[config.mk]
export PLATFORM = sky130hd
export DESIGN_NAME = ex_reg_flat
export DESIGN_NICKNAME = d
export VERILOG_FILES = /design/src/rtl/ex_reg_if.sv /design/src/rtl/ex_reg.sv /design/src/flat_wrapper.sv
export SDC_FILE = /design/constraint.sdc
export NUM_CORES = 1
export LEC_CHECK = 0
export BUFFER_PORTS_ARGS = -buffer_cell sky130_fd_sc_hd__buf_2
export CORE_MARGIN = 1.5
export CORE_UTILIZATION = 30
export DETAILED_ROUTE_END_ITERATION = 8
export PLACE_DENSITY = 0.54
export REMOVE_ABC_BUFFERS = 1
export SLEW_MARGIN = 20
export SYNTH_ARGS = -nofsm -noshare
export SYNTH_HDL_FRONTEND = slang
export SYNTH_SLANG_ARGS = --single-unit
[constraint.sdc]
create_clock -name clk -period 2.79 [get_ports clk]
set_input_delay 0.279 -clock clk [delete_from_list [all_inputs] [get_ports clk]]
set_output_delay 0.279 -clock clk [all_outputs]
set_load 0.01 [all_outputs]
[src/rtl/ex_reg_if.sv]
// ex_reg_if: ID/EX input bundle and EX/MEM output bundle of the EX stage.
// master drives id_* and observes ex_*; slave is the EX stage itself.
interface ex_reg_if;
  logic [29:0] id_pc;
  logic        id_en_;
  logic [3:0]  id_alu_op;
  logic [31:0] id_alu_in_0;
  logic [31:0] id_alu_in_1;
  logic        id_br_flag;
  logic [1:0]  id_mem_op;
  logic [31:0] id_mem_wr_data;
  logic [1:0]  id_ctrl_op;
  logic [4:0]  id_dst_addr;
  logic        id_gpr_we_;
  logic [2:0]  id_exp_code;

  logic        ex_busy;
  logic [29:0] ex_pc;
  logic        ex_en_;
  logic        ex_br_flag;
  logic [1:0]  ex_mem_op;
  logic [31:0] ex_mem_wr_data;
  logic [1:0]  ex_ctrl_op;
  logic [4:0]  ex_dst_addr;
  logic        ex_gpr_we_;
  logic [2:0]  ex_exp_code;
  logic [31:0] ex_out;

  modport master (
    output id_pc, id_en_, id_alu_op,
    output id_alu_in_0, id_alu_in_1,
    output id_br_flag, id_mem_op,
    output id_mem_wr_data, id_ctrl_op,
    output id_dst_addr, id_gpr_we_,
    output id_exp_code,
    input  ex_busy, ex_pc, ex_en_,
    input  ex_br_flag, ex_mem_op,
    input  ex_mem_wr_data, ex_ctrl_op,
    input  ex_dst_addr, ex_gpr_we_,
    input  ex_exp_code, ex_out
  );

  modport slave (
    input  id_pc, id_en_, id_alu_op,
    input  id_alu_in_0, id_alu_in_1,
    input  id_br_flag, id_mem_op,
    input  id_mem_wr_data, id_ctrl_op,
    input  id_dst_addr, id_gpr_we_,
    input  id_exp_code,
    output ex_busy, ex_pc, ex_en_,
    output ex_br_flag, ex_mem_op,
    output ex_mem_wr_data, ex_ctrl_op,
    output ex_dst_addr, ex_gpr_we_,
    output ex_exp_code, ex_out
  );
endinterface

[src/rtl/ex_reg.sv]
// ex_reg: EX stage ALU, iterative multiplier and EX/MEM register.
// Ports: clk, reset (async low), stall, flush, bus (ex_reg_if.slave);
// `EX_FWD_EN adds ex_fwd_data (ALU result for ID forwarding).
module ex_reg #(
  parameter int MUL_STEP = 1
) (
  input logic clk,
  input logic reset,
  input logic stall,
  input logic flush,
  ex_reg_if.slave bus
`ifdef EX_FWD_EN
  ,
  output logic [31:0] ex_fwd_data
`endif
);

  localparam logic ENABLE   = 1'b1;
  localparam logic DISABLE  = 1'b0;
  localparam logic ENABLE_  = 1'b0;
  localparam logic DISABLE_ = 1'b1;

  localparam logic [3:0] OP_NOP  = 4'h0;
  localparam logic [3:0] OP_AND  = 4'h1;
  localparam logic [3:0] OP_OR   = 4'h2;
  localparam logic [3:0] OP_XOR  = 4'h3;
  localparam logic [3:0] OP_ADDS = 4'h4;
  localparam logic [3:0] OP_ADDU = 4'h5;
  localparam logic [3:0] OP_SUBS = 4'h6;
  localparam logic [3:0] OP_SUBU = 4'h7;
  localparam logic [3:0] OP_SHRL = 4'h8;
  localparam logic [3:0] OP_SHLL = 4'h9;
  localparam logic [3:0] OP_MUL  = 4'ha;

  localparam logic [1:0] MEM_OP_NOP  = 2'h0;
  localparam logic [1:0] CTRL_OP_NOP = 2'h0;
  localparam logic [2:0] EXP_NO_EXP  = 3'h0;
  localparam logic [2:0] EXP_OVF     = 3'h3;

  localparam logic [4:0] CNT_INIT = 5'(32 / MUL_STEP - 1);

  typedef enum logic [1:0] {
    IDLE, BUSY, DONE
  } state_t;

  typedef struct packed {
    logic [29:0] pc;
    logic        en_;
    logic        br_flag;
    logic [1:0]  mem_op;
    logic [31:0] wr_data;
    logic [1:0]  ctrl_op;
    logic [4:0]  dst;
    logic        gpr_we_;
    logic [2:0]  exp_code;
    logic [31:0] out;
  } exmem_t;

  localparam exmem_t EXM_RST = '{
    pc: '0, en_: DISABLE_, br_flag: DISABLE,
    mem_op: MEM_OP_NOP, wr_data: '0,
    ctrl_op: CTRL_OP_NOP, dst: '0,
    gpr_we_: DISABLE_, exp_code: EXP_NO_EXP,
    out: '0
  };

  state_t      state_q, state_d;
  logic [4:0]  cnt_q, cnt_d;
  logic [31:0] mcand_q, mcand_d;
  logic [31:0] mplier_q, mplier_d;
  logic [31:0] prod_q, prod_d;
  exmem_t      exm_q, exm_d;

  logic [31:0] in0, in1, alu_res;
  logic [31:0] st_mc, st_mp, st_pr;
  logic        ovf, mul_req, busy;

  assign in0 = bus.id_alu_in_0;
  assign in1 = bus.id_alu_in_1;

  assign mul_req = (bus.id_en_ == ENABLE_)
                && (bus.id_alu_op == OP_MUL);

  // Gated by reset so a held MUL request does not
  // raise busy while the stage is being reset.
  assign busy = reset
             && (((state_q == IDLE) && mul_req)
              || (state_q == BUSY));

  always_comb begin
    alu_res = '0;
    ovf     = 1'b0;
    case (bus.id_alu_op)
      OP_NOP:  alu_res = in0;
      OP_AND:  alu_res = in0 & in1;
      OP_OR:   alu_res = in0 | in1;
      OP_XOR:  alu_res = in0 ^ in1;
      OP_ADDS: begin
        alu_res = in0 + in1;
        ovf = (in0[31] == in1[31])
           && (alu_res[31] != in0[31]);
      end
      OP_ADDU: alu_res = in0 + in1;
      OP_SUBS: begin
        alu_res = in0 - in1;
        ovf = (in0[31] != in1[31])
           && (alu_res[31] != in0[31]);
      end
      OP_SUBU: alu_res = in0 - in1;
      OP_SHRL: alu_res = in0 >> in1[4:0];
      OP_SHLL: alu_res = in0 << in1[4:0];
      // Product is only valid once the FSM reaches DONE.
      OP_MUL:  alu_res = (state_q == DONE) ? prod_q : '0;
      default: alu_res = '0;
    endcase
  end

  // MUL_STEP shift-add iterations; low 32 bits suffice.
  always_comb begin
    st_mc = mcand_q;
    st_mp = mplier_q;
    st_pr = prod_q;
    for (int i = 0; i < MUL_STEP; i++) begin
      if (st_mp[0]) st_pr = st_pr + st_mc;
      st_mc = st_mc << 1;
      st_mp = st_mp >> 1;
    end
  end

  always_comb begin
    state_d  = state_q;
    cnt_d    = cnt_q;
    mcand_d  = mcand_q;
    mplier_d = mplier_q;
    prod_d   = prod_q;
    unique case (state_q)
      IDLE: begin
        if (mul_req && !flush) begin
          state_d  = BUSY;
          cnt_d    = CNT_INIT;
          mcand_d  = in0;
          mplier_d = in1;
          prod_d   = '0;
        end
      end
      BUSY: begin
        if (flush) begin
          state_d = IDLE;
        end else begin
          mcand_d  = st_mc;
          mplier_d = st_mp;
          prod_d   = st_pr;
          if (cnt_q == 5'd0) state_d = DONE;
          else cnt_d = cnt_q - 5'd1;
        end
      end
      DONE: begin
        if (flush || !stall) state_d = IDLE;
      end
      default: state_d = IDLE;
    endcase
  end

  always_comb begin
    exm_d = exm_q;
    if (flush) begin
      exm_d = EXM_RST;
    end else if (!stall) begin
      if (busy) begin
        exm_d = EXM_RST;
      end else begin
        exm_d.pc       = bus.id_pc;
        exm_d.en_      = bus.id_en_;
        exm_d.br_flag  = bus.id_br_flag;
        exm_d.mem_op   = bus.id_mem_op;
        exm_d.wr_data  = bus.id_mem_wr_data;
        exm_d.ctrl_op  = bus.id_ctrl_op;
        exm_d.dst      = bus.id_dst_addr;
        exm_d.out      = alu_res;
        exm_d.exp_code = ovf ? EXP_OVF
                             : bus.id_exp_code;
        exm_d.gpr_we_  = (bus.id_en_ == DISABLE_)
                      || ovf ? DISABLE_
                             : bus.id_gpr_we_;
      end
    end
  end

  always_ff @(posedge clk or negedge reset) begin
    if (!reset) begin
      state_q  <= IDLE;
      cnt_q    <= '0;
      mcand_q  <= '0;
      mplier_q <= '0;
      prod_q   <= '0;
      exm_q    <= EXM_RST;
    end else begin
      state_q  <= state_d;
      cnt_q    <= cnt_d;
      mcand_q  <= mcand_d;
      mplier_q <= mplier_d;
      prod_q   <= prod_d;
      exm_q    <= exm_d;
    end
  end

  assign bus.ex_busy        = busy;
  assign bus.ex_pc          = exm_q.pc;
  assign bus.ex_en_         = exm_q.en_;
  assign bus.ex_br_flag     = exm_q.br_flag;
  assign bus.ex_mem_op      = exm_q.mem_op;
  assign bus.ex_mem_wr_data = exm_q.wr_data;
  assign bus.ex_ctrl_op     = exm_q.ctrl_op;
  assign bus.ex_dst_addr    = exm_q.dst;
  assign bus.ex_gpr_we_     = exm_q.gpr_we_;
  assign bus.ex_exp_code    = exm_q.exp_code;
  assign bus.ex_out         = exm_q.out;

`ifdef EX_FWD_EN
  assign ex_fwd_data = (busy || bus.id_en_ == DISABLE_)
                     ? '0 : alu_res;
`endif

endmodule
[src/flat_wrapper.sv]
// flat-port wrapper written by rule: the top's interface ports become plain ports
module ex_reg_flat 
#(
  parameter int MUL_STEP = 1
)
  (clk, reset, stall, flush, bus_id_pc, bus_id_en_, bus_id_alu_op, bus_id_alu_in_0, bus_id_alu_in_1, bus_id_br_flag, bus_id_mem_op, bus_id_mem_wr_data, bus_id_ctrl_op, bus_id_dst_addr, bus_id_gpr_we_, bus_id_exp_code, bus_ex_busy, bus_ex_pc, bus_ex_en_, bus_ex_br_flag, bus_ex_mem_op, bus_ex_mem_wr_data, bus_ex_ctrl_op, bus_ex_dst_addr, bus_ex_gpr_we_, bus_ex_exp_code, bus_ex_out);
  ex_reg_if bus_i ();
  input logic clk;
  input logic reset;
  input logic stall;
  input logic flush;
  input wire logic [$bits(bus_i.id_pc)-1:0] bus_id_pc;
  input wire logic [$bits(bus_i.id_en_)-1:0] bus_id_en_;
  input wire logic [$bits(bus_i.id_alu_op)-1:0] bus_id_alu_op;
  input wire logic [$bits(bus_i.id_alu_in_0)-1:0] bus_id_alu_in_0;
  input wire logic [$bits(bus_i.id_alu_in_1)-1:0] bus_id_alu_in_1;
  input wire logic [$bits(bus_i.id_br_flag)-1:0] bus_id_br_flag;
  input wire logic [$bits(bus_i.id_mem_op)-1:0] bus_id_mem_op;
  input wire logic [$bits(bus_i.id_mem_wr_data)-1:0] bus_id_mem_wr_data;
  input wire logic [$bits(bus_i.id_ctrl_op)-1:0] bus_id_ctrl_op;
  input wire logic [$bits(bus_i.id_dst_addr)-1:0] bus_id_dst_addr;
  input wire logic [$bits(bus_i.id_gpr_we_)-1:0] bus_id_gpr_we_;
  input wire logic [$bits(bus_i.id_exp_code)-1:0] bus_id_exp_code;
  output wire logic [$bits(bus_i.ex_busy)-1:0] bus_ex_busy;
  output wire logic [$bits(bus_i.ex_pc)-1:0] bus_ex_pc;
  output wire logic [$bits(bus_i.ex_en_)-1:0] bus_ex_en_;
  output wire logic [$bits(bus_i.ex_br_flag)-1:0] bus_ex_br_flag;
  output wire logic [$bits(bus_i.ex_mem_op)-1:0] bus_ex_mem_op;
  output wire logic [$bits(bus_i.ex_mem_wr_data)-1:0] bus_ex_mem_wr_data;
  output wire logic [$bits(bus_i.ex_ctrl_op)-1:0] bus_ex_ctrl_op;
  output wire logic [$bits(bus_i.ex_dst_addr)-1:0] bus_ex_dst_addr;
  output wire logic [$bits(bus_i.ex_gpr_we_)-1:0] bus_ex_gpr_we_;
  output wire logic [$bits(bus_i.ex_exp_code)-1:0] bus_ex_exp_code;
  output wire logic [$bits(bus_i.ex_out)-1:0] bus_ex_out;
  assign bus_i.id_pc = bus_id_pc;
  assign bus_i.id_en_ = bus_id_en_;
  assign bus_i.id_alu_op = bus_id_alu_op;
  assign bus_i.id_alu_in_0 = bus_id_alu_in_0;
  assign bus_i.id_alu_in_1 = bus_id_alu_in_1;
  assign bus_i.id_br_flag = bus_id_br_flag;
  assign bus_i.id_mem_op = bus_id_mem_op;
  assign bus_i.id_mem_wr_data = bus_id_mem_wr_data;
  assign bus_i.id_ctrl_op = bus_id_ctrl_op;
  assign bus_i.id_dst_addr = bus_id_dst_addr;
  assign bus_i.id_gpr_we_ = bus_id_gpr_we_;
  assign bus_i.id_exp_code = bus_id_exp_code;
  assign bus_ex_busy = bus_i.ex_busy;
  assign bus_ex_pc = bus_i.ex_pc;
  assign bus_ex_en_ = bus_i.ex_en_;
  assign bus_ex_br_flag = bus_i.ex_br_flag;
  assign bus_ex_mem_op = bus_i.ex_mem_op;
  assign bus_ex_mem_wr_data = bus_i.ex_mem_wr_data;
  assign bus_ex_ctrl_op = bus_i.ex_ctrl_op;
  assign bus_ex_dst_addr = bus_i.ex_dst_addr;
  assign bus_ex_gpr_we_ = bus_i.ex_gpr_we_;
  assign bus_ex_exp_code = bus_i.ex_exp_code;
  assign bus_ex_out = bus_i.ex_out;
  ex_reg #(.MUL_STEP(MUL_STEP)) u_core (.clk(clk), .reset(reset), .stall(stall), .flush(flush), .bus(bus_i));
endmodule
Yosys cells after proc, flatten, opt, wreduce, memory -nomap -nowiden
Cells that the tools add are included.
{"block": "classes", "add_sub_neg": 4, "eq_ne": 23, "shift": 2, "mux": 27, "bitwise": 4, "reduce_logical": 21}
{"cell": "109-bit 2-to-1 mux", "count": 3}
{"cell": "32-bit case mux with 9 select lines", "count": 1}
{"cell": "32-bit 2-to-1 mux", "count": 8}
{"cell": "32-bit case mux with 2 select lines", "count": 3}
{"cell": "32-bit adder", "count": 2}
{"cell": "32-bit AND", "count": 1}
{"cell": "32-bit bitwise OR", "count": 1}
{"cell": "32-bit by 5-bit left shift with 32-bit output", "count": 1}
{"cell": "32-bit by 5-bit right shift with 32-bit output", "count": 1}
{"cell": "32-bit subtractor", "count": 1}
{"cell": "32-bit XOR", "count": 1}
{"cell": "4-bit by 3-bit equality test with 1-bit output, second input constant", "count": 4}
{"cell": "5-bit 2-to-1 mux", "count": 3}
{"cell": "4-bit equality test, second input constant", "count": 3}
{"cell": "5-bit case mux with 2 select lines", "count": 1}
{"cell": "4-bit by 2-bit equality test with 1-bit output, second input constant", "count": 2}
{"cell": "2-bit 2-to-1 mux", "count": 4}
{"cell": "2-bit != test, second input constant", "count": 4}
{"cell": "4-bit AND reduction", "count": 2}
{"cell": "1-bit logical AND", "count": 6}
{"cell": "2-bit case mux with 3 select lines", "count": 1}
{"cell": "3-bit AND reduction", "count": 2}
{"cell": "5-bit zero test", "count": 1}
{"cell": "5-bit by 1-bit subtractor with 5-bit output, second input constant", "count": 1}
{"cell": "other kinds (17)", "count": 24}
{"block": "word_totals", "register_bits": 212, "output_inout_bits": 110, "elab_cells": 96}

Longest topological paths before layout
Gate-level depths: netlist (run 1).
{"block": "depth", "depth_word": 9, "depth_mapped": 15, "depth_no_buf": 13}

Worst setup path after synthesis (run 1)
OpenSTA, ideal clock, no wires.
{"block": "synth_path", "kind": "input to register", "from": "input bus_id_alu_in_1[3]", "to": "register u_core.exm_q, in the netlist u_core.bus.ex_out[18]", "setup_ns": 0.126, "arrival_ns": 3.454, "required_time_ns": 2.664, "slack_ns": -0.790, "cell_stages": 15, "n_path_buf": 4, "cell_sequence": "inv_2 -> clkbuf_1 -> clkbuf_1 -> buf_1 -> ha_1 -> clkbuf_1 -> nand2b_1 -> o2111ai_1 -> and3_1 -> and3b_4 -> or3_1 -> or2_0 -> a31oi_1 -> xnor2_1 -> a221o_1"}
{"block": "synth_via", "elab_chain_cells": 5, "word_cells_on_any_way": 8, "cone_classes": "add/sub: 2; shift: 2; mux: 4"}
{"item": "start, declared", "line": "flat_wrapper.sv:16", "rtl": "input wire logic [$bits(bus_i.id_alu_in_1)-1:0] bus_id_alu_in_1;"}
{"item": "32-bit subtractor (tied with other cells)", "line": "ex_reg.sv:105, ex_reg.sv:109"}
{"item": "32-bit case mux with 9 select lines (*)", "line": "ex_reg.sv:93", "rtl": "case (bus.id_alu_op)"}
{"item": "109-bit 2-to-1 mux (*)", "line": "ex_reg.sv:169", "rtl": "if (busy) begin"}
{"item": "109-bit 2-to-1 mux (*)", "line": "ex_reg.sv:168", "rtl": "end else if (!stall) begin"}
{"item": "109-bit 2-to-1 mux (*)", "line": "ex_reg.sv:166", "rtl": "if (flush) begin"}
{"item": "end signal, assigned", "line": "ex_reg.sv:203", "rtl": "exm_q <= exm_d;"}
{"item": "end, declared", "line": "ex_reg.sv:72", "rtl": "exmem_t exm_q, exm_d;"}
Mark *: on every way between the ends. The rest lies on a longest branch, timed or not. The select of a mux whose other input is x is not followed.
A chain may end at the register's enable or synchronous reset.

Final worst setup path (run 1)
{"block": "layout_path", "from": "input bus_id_alu_in_0[0]", "to": "register u_core.exm_q, in the netlist u_core.bus.ex_out[24]"}
{"block": "layout_via", "elab_chain_cells": 5, "word_cells_on_any_way": 8, "cone_classes": "add/sub: 2; shift: 2; mux: 4"}
{"item": "start, declared", "line": "flat_wrapper.sv:15", "rtl": "input wire logic [$bits(bus_i.id_alu_in_0)-1:0] bus_id_alu_in_0;"}
{"item": "32-bit subtractor (tied with other cells)", "line": "ex_reg.sv:105, ex_reg.sv:109"}
{"item": "32-bit case mux with 9 select lines (*)", "line": "ex_reg.sv:93"}
{"item": "109-bit 2-to-1 mux (*)", "line": "ex_reg.sv:169"}
{"item": "109-bit 2-to-1 mux (*)", "line": "ex_reg.sv:168"}
{"item": "109-bit 2-to-1 mux (*)", "line": "ex_reg.sv:166"}
Marked as above.

==> results of run 1 <==
## what timing repair did
action,4_1_cts,5_1_grt
hold buffers,76,0
endpoints found under the hold margin,146,0
endpoints found under the setup margin,11,22
cloned,0,0
buffers inserted,0,4
resized for setup,8,27
pin swaps,2,8
## worst min path at each step
stage             startpoint                           endpoint  slack (ns)
3_3_place_gp           reset    u_core.mplier_q[12]$_DFFE_PN0P_        0.40
5_1_grt        bus_id_pc[25]   u_core.bus.ex_pc[25]$_DFFE_PN0P_        0.03
2_1_floorplan          reset  u_core.bus.ex_br_flag$_DFFE_PN0P_       -0.02
4_1_cts        bus_id_pc[25]   u_core.bus.ex_pc[25]$_DFFE_PN0P_       0.006
3_5_place_dp           reset    u_core.mplier_q[12]$_DFFE_PN0P_        0.40
6_report       bus_id_pc[25]   u_core.bus.ex_pc[25]$_DFFE_PN0P_        0.04
## per-stage QoR
stage / cell area (um^2) / setup WS, ns
detailed placement: 24300 / -0.526
CTS: 26000 / 0.0219
global route: 26100 / -0.00939
finish: 26100 / 0.0741
global placement: 24300 / -0.459
floorplan: 18000 / -4.47
## routing by layer
layer	track usage [%]	wire length (um)	vias up
li1	-	-	9662
met2	46.7	42700	998
met3	3.96	6960	183
met4	11.6	4060	4
met5	0	23	-
met1	36.0	38100	10400
## power by group through the flow
stage,Combinational [uW],Clock [uW],Sequential [uW]
3_5_place_dp,4010,0,3810
4_1_cts,4120,3670,3760
3_3_place_gp,3980,0,3800
5_1_grt,4530,3750,3810
6_report,4210,3550,3770
2_1_floorplan,1970,0,3750
## Yosys cell counts, drive strengths merged, types with 7 or more instances
master	n	share of area (%)
a22oi	19	0.77
and3	9	0.30
a21oi	219	5.9
a21o	41	1.7
a221o	8	0.43
nand2	215	4.3
o311ai	10	0.47
o31ai	26	1.0
mux2i	63	3.4
nand4	7	0.23
o41ai	8	0.38
buf	50	1.4
nor4	7	0.23
a211oi	17	0.71
or3	14	0.47
inv	111	2.2
mux4	47	5.7
nand3	30	0.81
clkbuf	109	2.2
a211o	8	0.38
a222oi	18	0.97
xnor2	44	2.1
mux2	10	0.60
a31oi	26	0.87
xor2	15	0.71
nor3	45	1.3
dfrtp	210	28
nor2	226	4.6
o22ai	14	0.47
a221oi	11	0.55
nor2b	22	0.75
o21bai	17	0.68
a22o	102	4.8
o211ai	16	0.64
o21ai	208	5.6
o221ai	8	0.38
ha	142	9.5
nand2b	14	0.47
or2	8	0.27
## layout make-up
cell class	instances	area, um^2	share of cell area (%)
tap	837	1050	4.01
clock buffer	38	757	2.90
timing repair buffer	838	6030	23.1
clock inverter	11	130	0.498
antenna	1	2.50	0.00958
inverter	111	417	1.60
sequential	212	5310	20.3
multi-input combinational	1763	12400	47.6
## flip-flops by register name, indices dropped and copies added (netlist names)
signal / count
u_core.bus.ex_ctrl_op: 2
u_core.bus.ex_gpr_we_: 1
u_core.prod_q: 32
u_core.mcand_q: 32
u_core.bus.ex_en_: 1
u_core.bus.ex_exp_code: 3
u_core.state_q: 2
u_core.mplier_q: 32
u_core.bus.ex_mem_wr_data: 32
u_core.bus.ex_out: 32
u_core.bus.ex_br_flag: 1
u_core.bus.ex_dst_addr: 5
u_core.bus.ex_pc: 30
u_core.bus.ex_mem_op: 2
u_core.cnt_q: 5
## kinds of logic after synthesis
| logic type | count (synthesis) | synth area share (%) |
|---|---|---|
| AOI/OAI and AO/OA | 819 | 28.8 |
| and+or+nand+nor | 620 | 14.6 |
| muxes | 120 | 9.67 |
| xor gates and xnor gates | 59 | 2.77 |
| DFF | 212 | 28.5 |
| buffers and inverters | 270 | 5.79 |
| adders and majority gates | 145 | 9.86 |
## critical path: stages
cell       delay (ns)
buf_2            0.10
inv_1            0.07
ha_1             0.18
inv_1            0.06
fa_1             0.40
nor2b_2          0.19
o2111ai_1        0.33
and3_1           0.30
and3b_4          0.25
nor3_1           0.06
buf_4            0.16
o31ai_2          0.28
mux2i_1          0.23
nor2_1           0.06
a211o_1          0.22
==> metrics, run 1 <==
final-layout fill cell count=6,150; Cells on Worst Hold Path=2; max-cap violation count=0; total leakage power=0.0127 uW; vias per std cell=5.56; Highest Clock Rate=368 MHz; Mapped Cells=2,245; number of H-tree levels=1; total via count after detailed routing=21,200; FP Rows=91; wirelength, routed=91,900 um; total congestion overflow after global routing=0; type of origin of the critical path=input pin; Total Die Area=~64,000 um^2; total global routing track utilization=27.9%; Final min period=around 2.7 ns; internal power contribution=7410 uW; clock insertion delay at the later pin of the skew report=0.58 ns; Reg2Reg Setup Slack=0.08 ns; Pwr per Cell Area=441 nW/um^2; clock transition time at the flip-flop clock pins of the worst setup and hold paths=0.07 ns; Initial Utilization=a little over 30%; remaining antenna violation count=0; RR Startpoint=u_core.prod_q[0]$_DFFE_PN0P_; width of the die=252 um; total power draw=11,500 uW; worst hold margin=0.0365 ns; endpoints failing setup=0; arrival time at the worst endpoint=roughly 3.2 ns; initial antenna violation count=3; most common cell after layout, fill and taps aside=buf_4; CP Max Fanout=5; clock tree sinks=212; number of buffers inserted during clock tree synthesis=27; CTS root buffer=clkbuf_16; iteration count of the initial detailed-routing pass=8; switching part of the total power=35.8%; endpoint kind of the worst setup timing path=register; Finished Layout Cells=approximately 3,800; Routed WL per cell=24.1 um; max-slew headroom at the worst pin=a little under 30%; required time of the critical path=roughly 3.3 ns; Critical Path Sink=u_core.bus.ex_out[24]$_DFFE_PN0P_; area of the core=slightly above 60,000 um^2; Crit Reg-Reg Endpoint=u_core.prod_q[30]$_DFFE_PN0P_; Clock power frac=30.8%; Final #Nets=3,247; proportion of power drawn by flip-flops and latches=32.7%; largest net degree at the start of global routing=128; Max rail drop VDD=0.435 mV; sequential share of the synthesized area=between 20% and 30%; CTS tree=done; category of the most critical setup path=in -> reg; async set-reset flop share out of synthesis=100%; total negative slack=0 ns; share of the clock period used by the worst path=97.3%; Post-Route Utilization=42.4%; setup clock skew after layout=about 0.025 ns; flip-flop and latch count after synthesis=212; result of the run=complete, no violations; yosys synthesis warning count=0; number of global-route vias before repair=20,800; Most used DFF post-synth=dfrtp_1; routability cong.=0.986; fraction of final layout cells with drive strength greater than 1=30.8%; drt first-iter violations=2,389; first-pass GRT wire length=134,000 um; number of enable flip-flop cells after synthesis=0; Worst Reg2Reg Path Length in Cells=12; worst-case clock buffer depth=3; Hold/Removal Path Class=in -> reg; Distinct cells, synth=90; transition time at the pin with the least slew margin=1.05 ns; switching power=approximately 4100 uW; RSZ-0062 raised after global routing=true; hpwl dp=71,400 um; signed area change from the synthesized netlist to the final layout=40.2%; count of pins on the block boundary=259; max-slew violation count=0; die height=252 um; cell total after placement=between 3,000 and 4,000; top library cells by usage in the layout, fill and taps aside=buf_4 (490), buf_2 (255), nor2_1 (224); post-route DRC violation count=0; Hold Fails Final Rpt=0; input/output buffers=258; critical path launch point=bus_id_alu_in_0[0]; synthesized area per cell=just over 8 um^2; power share of the combinational group=36.5%; synthesized cell area=approximately 19,000 um^2
(Power assumes the default switching activity.)
==> run 2, diff against run 1 <==
==> constraint.sdc (replaced) <==
create_clock -name clk -period 2.79 [get_ports clk]
set_input_delay 0.4185 -clock clk [delete_from_list [all_inputs] [get_ports clk]]
set_output_delay 0.4185 -clock clk [all_outputs]
set_load 0.01 [all_outputs]
==> metrics, run 2 (synthesized netlist as in run 1, its figures left out) <==
Highest Clock Rate=360 MHz; internal power contribution=7550 uW; wirelength, routed=90,700 um; RSZ-0062 raised after global routing=true; Pwr per Cell Area=448 nW/um^2; worst-case clock buffer depth=3; crit path setup slack, layout=0.00956 ns; clock transition time at the flip-flop clock pins of the worst setup and hold paths=approximately 0.060 ns; standard cell area after detailed placement=24,700 um^2; Initial Utilization=slightly above 30%; share of the clock period used by the worst path=99.7%; Total Die Area=roughly 64,000 um^2; switching power=4110 uW; arrival time at the worst endpoint=3.24 ns; Final min period=roughly 2.8 ns; max-slew violation count=0; endpoint kind of the worst setup timing path=register; Final #Nets=3,227; total leakage power=0.0127 uW; clock tree sinks=approximately 210; proportion of power drawn by flip-flops and latches=about a third; setup clock skew after layout=0.0239 ns; critical path launch point=u_core.mcand_q[0]$_DFFE_PN0P_; Max rail drop VDD=0.398 mV; post-route DRC violation count=0; total power draw=11,700 uW; RR Startpoint=u_core.mcand_q[0]$_DFFE_PN0P_; remaining antenna violation count=0; CTS root buffer=clkbuf_16; total via count after detailed routing=20,900; die height=~250 um; Placement Setup Slack=-0.649 ns; transition time at the pin with the least slew margin=between 1 and 1.5 ns; switching part of the total power=35.2%; iteration count of the initial detailed-routing pass=8; top library cells by usage in the layout, fill and taps aside=buf_4 (541), buf_2 (255), nor2_1 (223); Routed WL per cell=between 20 and 25 um; first-pass GRT wire length=133,000 um; input/output buffers=around 260; Hold Fails Final Rpt=0; endpoints failing setup=0; total congestion overflow after global routing=0; source of the worst hold timing path=bus_id_mem_wr_data[23]; FP Rows=91; power share of the combinational group=36.1%; Hold/Removal Path Class=in -> reg; vias per std cell=5.53; CP Max Fanout=4; required time of the critical path=between 3 and 4 ns; Post-Route Utilization=42.2%; most common cell after layout, fill and taps aside=buf_4; initial antenna violation count=0; Clock power frac=31.6%; area of the core=61,600 um^2; width of the die=252 um; routability cong.=1.03; final-layout fill cell count=6,266; number of H-tree levels=1; result of the run=complete, no violations; max-slew headroom at the worst pin=28.7%; count of pins on the block boundary=between 200 and 300; clock insertion delay at the later pin of the skew report=0.58 ns; category of the most critical setup path=reg -> reg; number of buffers inserted during clock tree synthesis=26; CTS tree=done; number of global-route vias before repair=20,800; drt first-iter violations=2,126; cell total after placement=3,735; Finished Layout Cells=3,786; total global routing track utilization=27.7%; signed area change from the synthesized netlist to the final layout=39.5%; fraction of final layout cells with drive strength greater than 1=between 30 and 40%; max-cap violation count=0; final antenna diode count=0; largest net degree at the start of global routing=117; type of origin of the critical path=register; Design Area, Final=26,000 um^2; hpwl dp=72,000 um
## run 2: layout make-up
| class | count | area, um^2 | area share [%] |
|---|---|---|---|
| timing repair buffer | 819 | 5760 | 22.1 |
| clock buffer | 31 | 689 | 2.65 |
| multi-input combinational | 1763 | 12600 | 48.4 |
| tap | 837 | 1050 | 4.03 |
| sequential | 212 | 5310 | 20.4 |
| inverter | 111 | 417 | 1.60 |
| clock inverter | 13 | 213 | 0.818 |
## run 2: worst paths after layout
path | depth (start not counted) | slack [ns] | to
worst max-delay path | 11 | 0.01 | u_core.prod_q[28]$_DFFE_PN0P_
worst min-delay path | 2 | 0.07 | u_core.bus.ex_mem_wr_data[23]$_DFFE_PN0P_
worst min register to register | 2 | 0.48 | u_core.mplier_q[3]$_DFFE_PN0P_
max in group asynchronous | 4 | 1.09 | u_core.prod_q[25]$_DFFE_PN0P_
min in group asynchronous | 3 | 0.54 | u_core.mplier_q[8]$_DFFE_PN0P_
worst max register to register | 11 | 0.01 | u_core.prod_q[28]$_DFFE_PN0P_
## run 2: timing repair
item,CTS,global route
hold endpoints to repair,25,0
hold buffers,1,0
gates resized for setup,12,46
setup endpoints to repair,14,27
pin swaps,6,21
setup buffers,0,6
## run 2: power by group through the flow
stage	logic [uW]	clock network, uW	registers [uW]
final	4210	3690	3760
after global routing	4540	3870	3800
after floorplan	1970	0	3750
after CTS	4100	3760	3750
after detailed placement	4060	0	3800
after global placement	4030	0	3790
## run 2: routing by layer
metal | GRT usage, % | vias up | part of all wire (%)
li1 | - | 9624 | -
met1 | 36.2 | 10200 | 42
met2 | 46.8 | 903 | 47
met3 | 3.73 | 164 | 7.4
met4 | 9.56 | 0 | 3.9
met5 | 0 | - | 0
## run 2: metrics by stage
step	TNS [ns]	hold WS (ns)
3_5_place_dp	-14.39	0.474
3_3_place_gp	-13.28	0.466
5_1_grt	-0.239	0.0648
4_1_cts	0	0.0453
6_report	0	0.0722
2_1_floorplan	-499.42	0.123
## run 2: worst max-delay path, cell delays in order, from the launching register on
cell,delay (ns)
dfrtp_1,0.43
ha_4,0.18
fa_2,0.34
a21o_1,0.17
a21o_1,0.19
a2111oi_4,0.39
o21ai_2,0.19
nand3_2,0.12
nand2_4,0.08
a311oi_2,0.28
xnor2_1,0.11
a22o_1,0.20
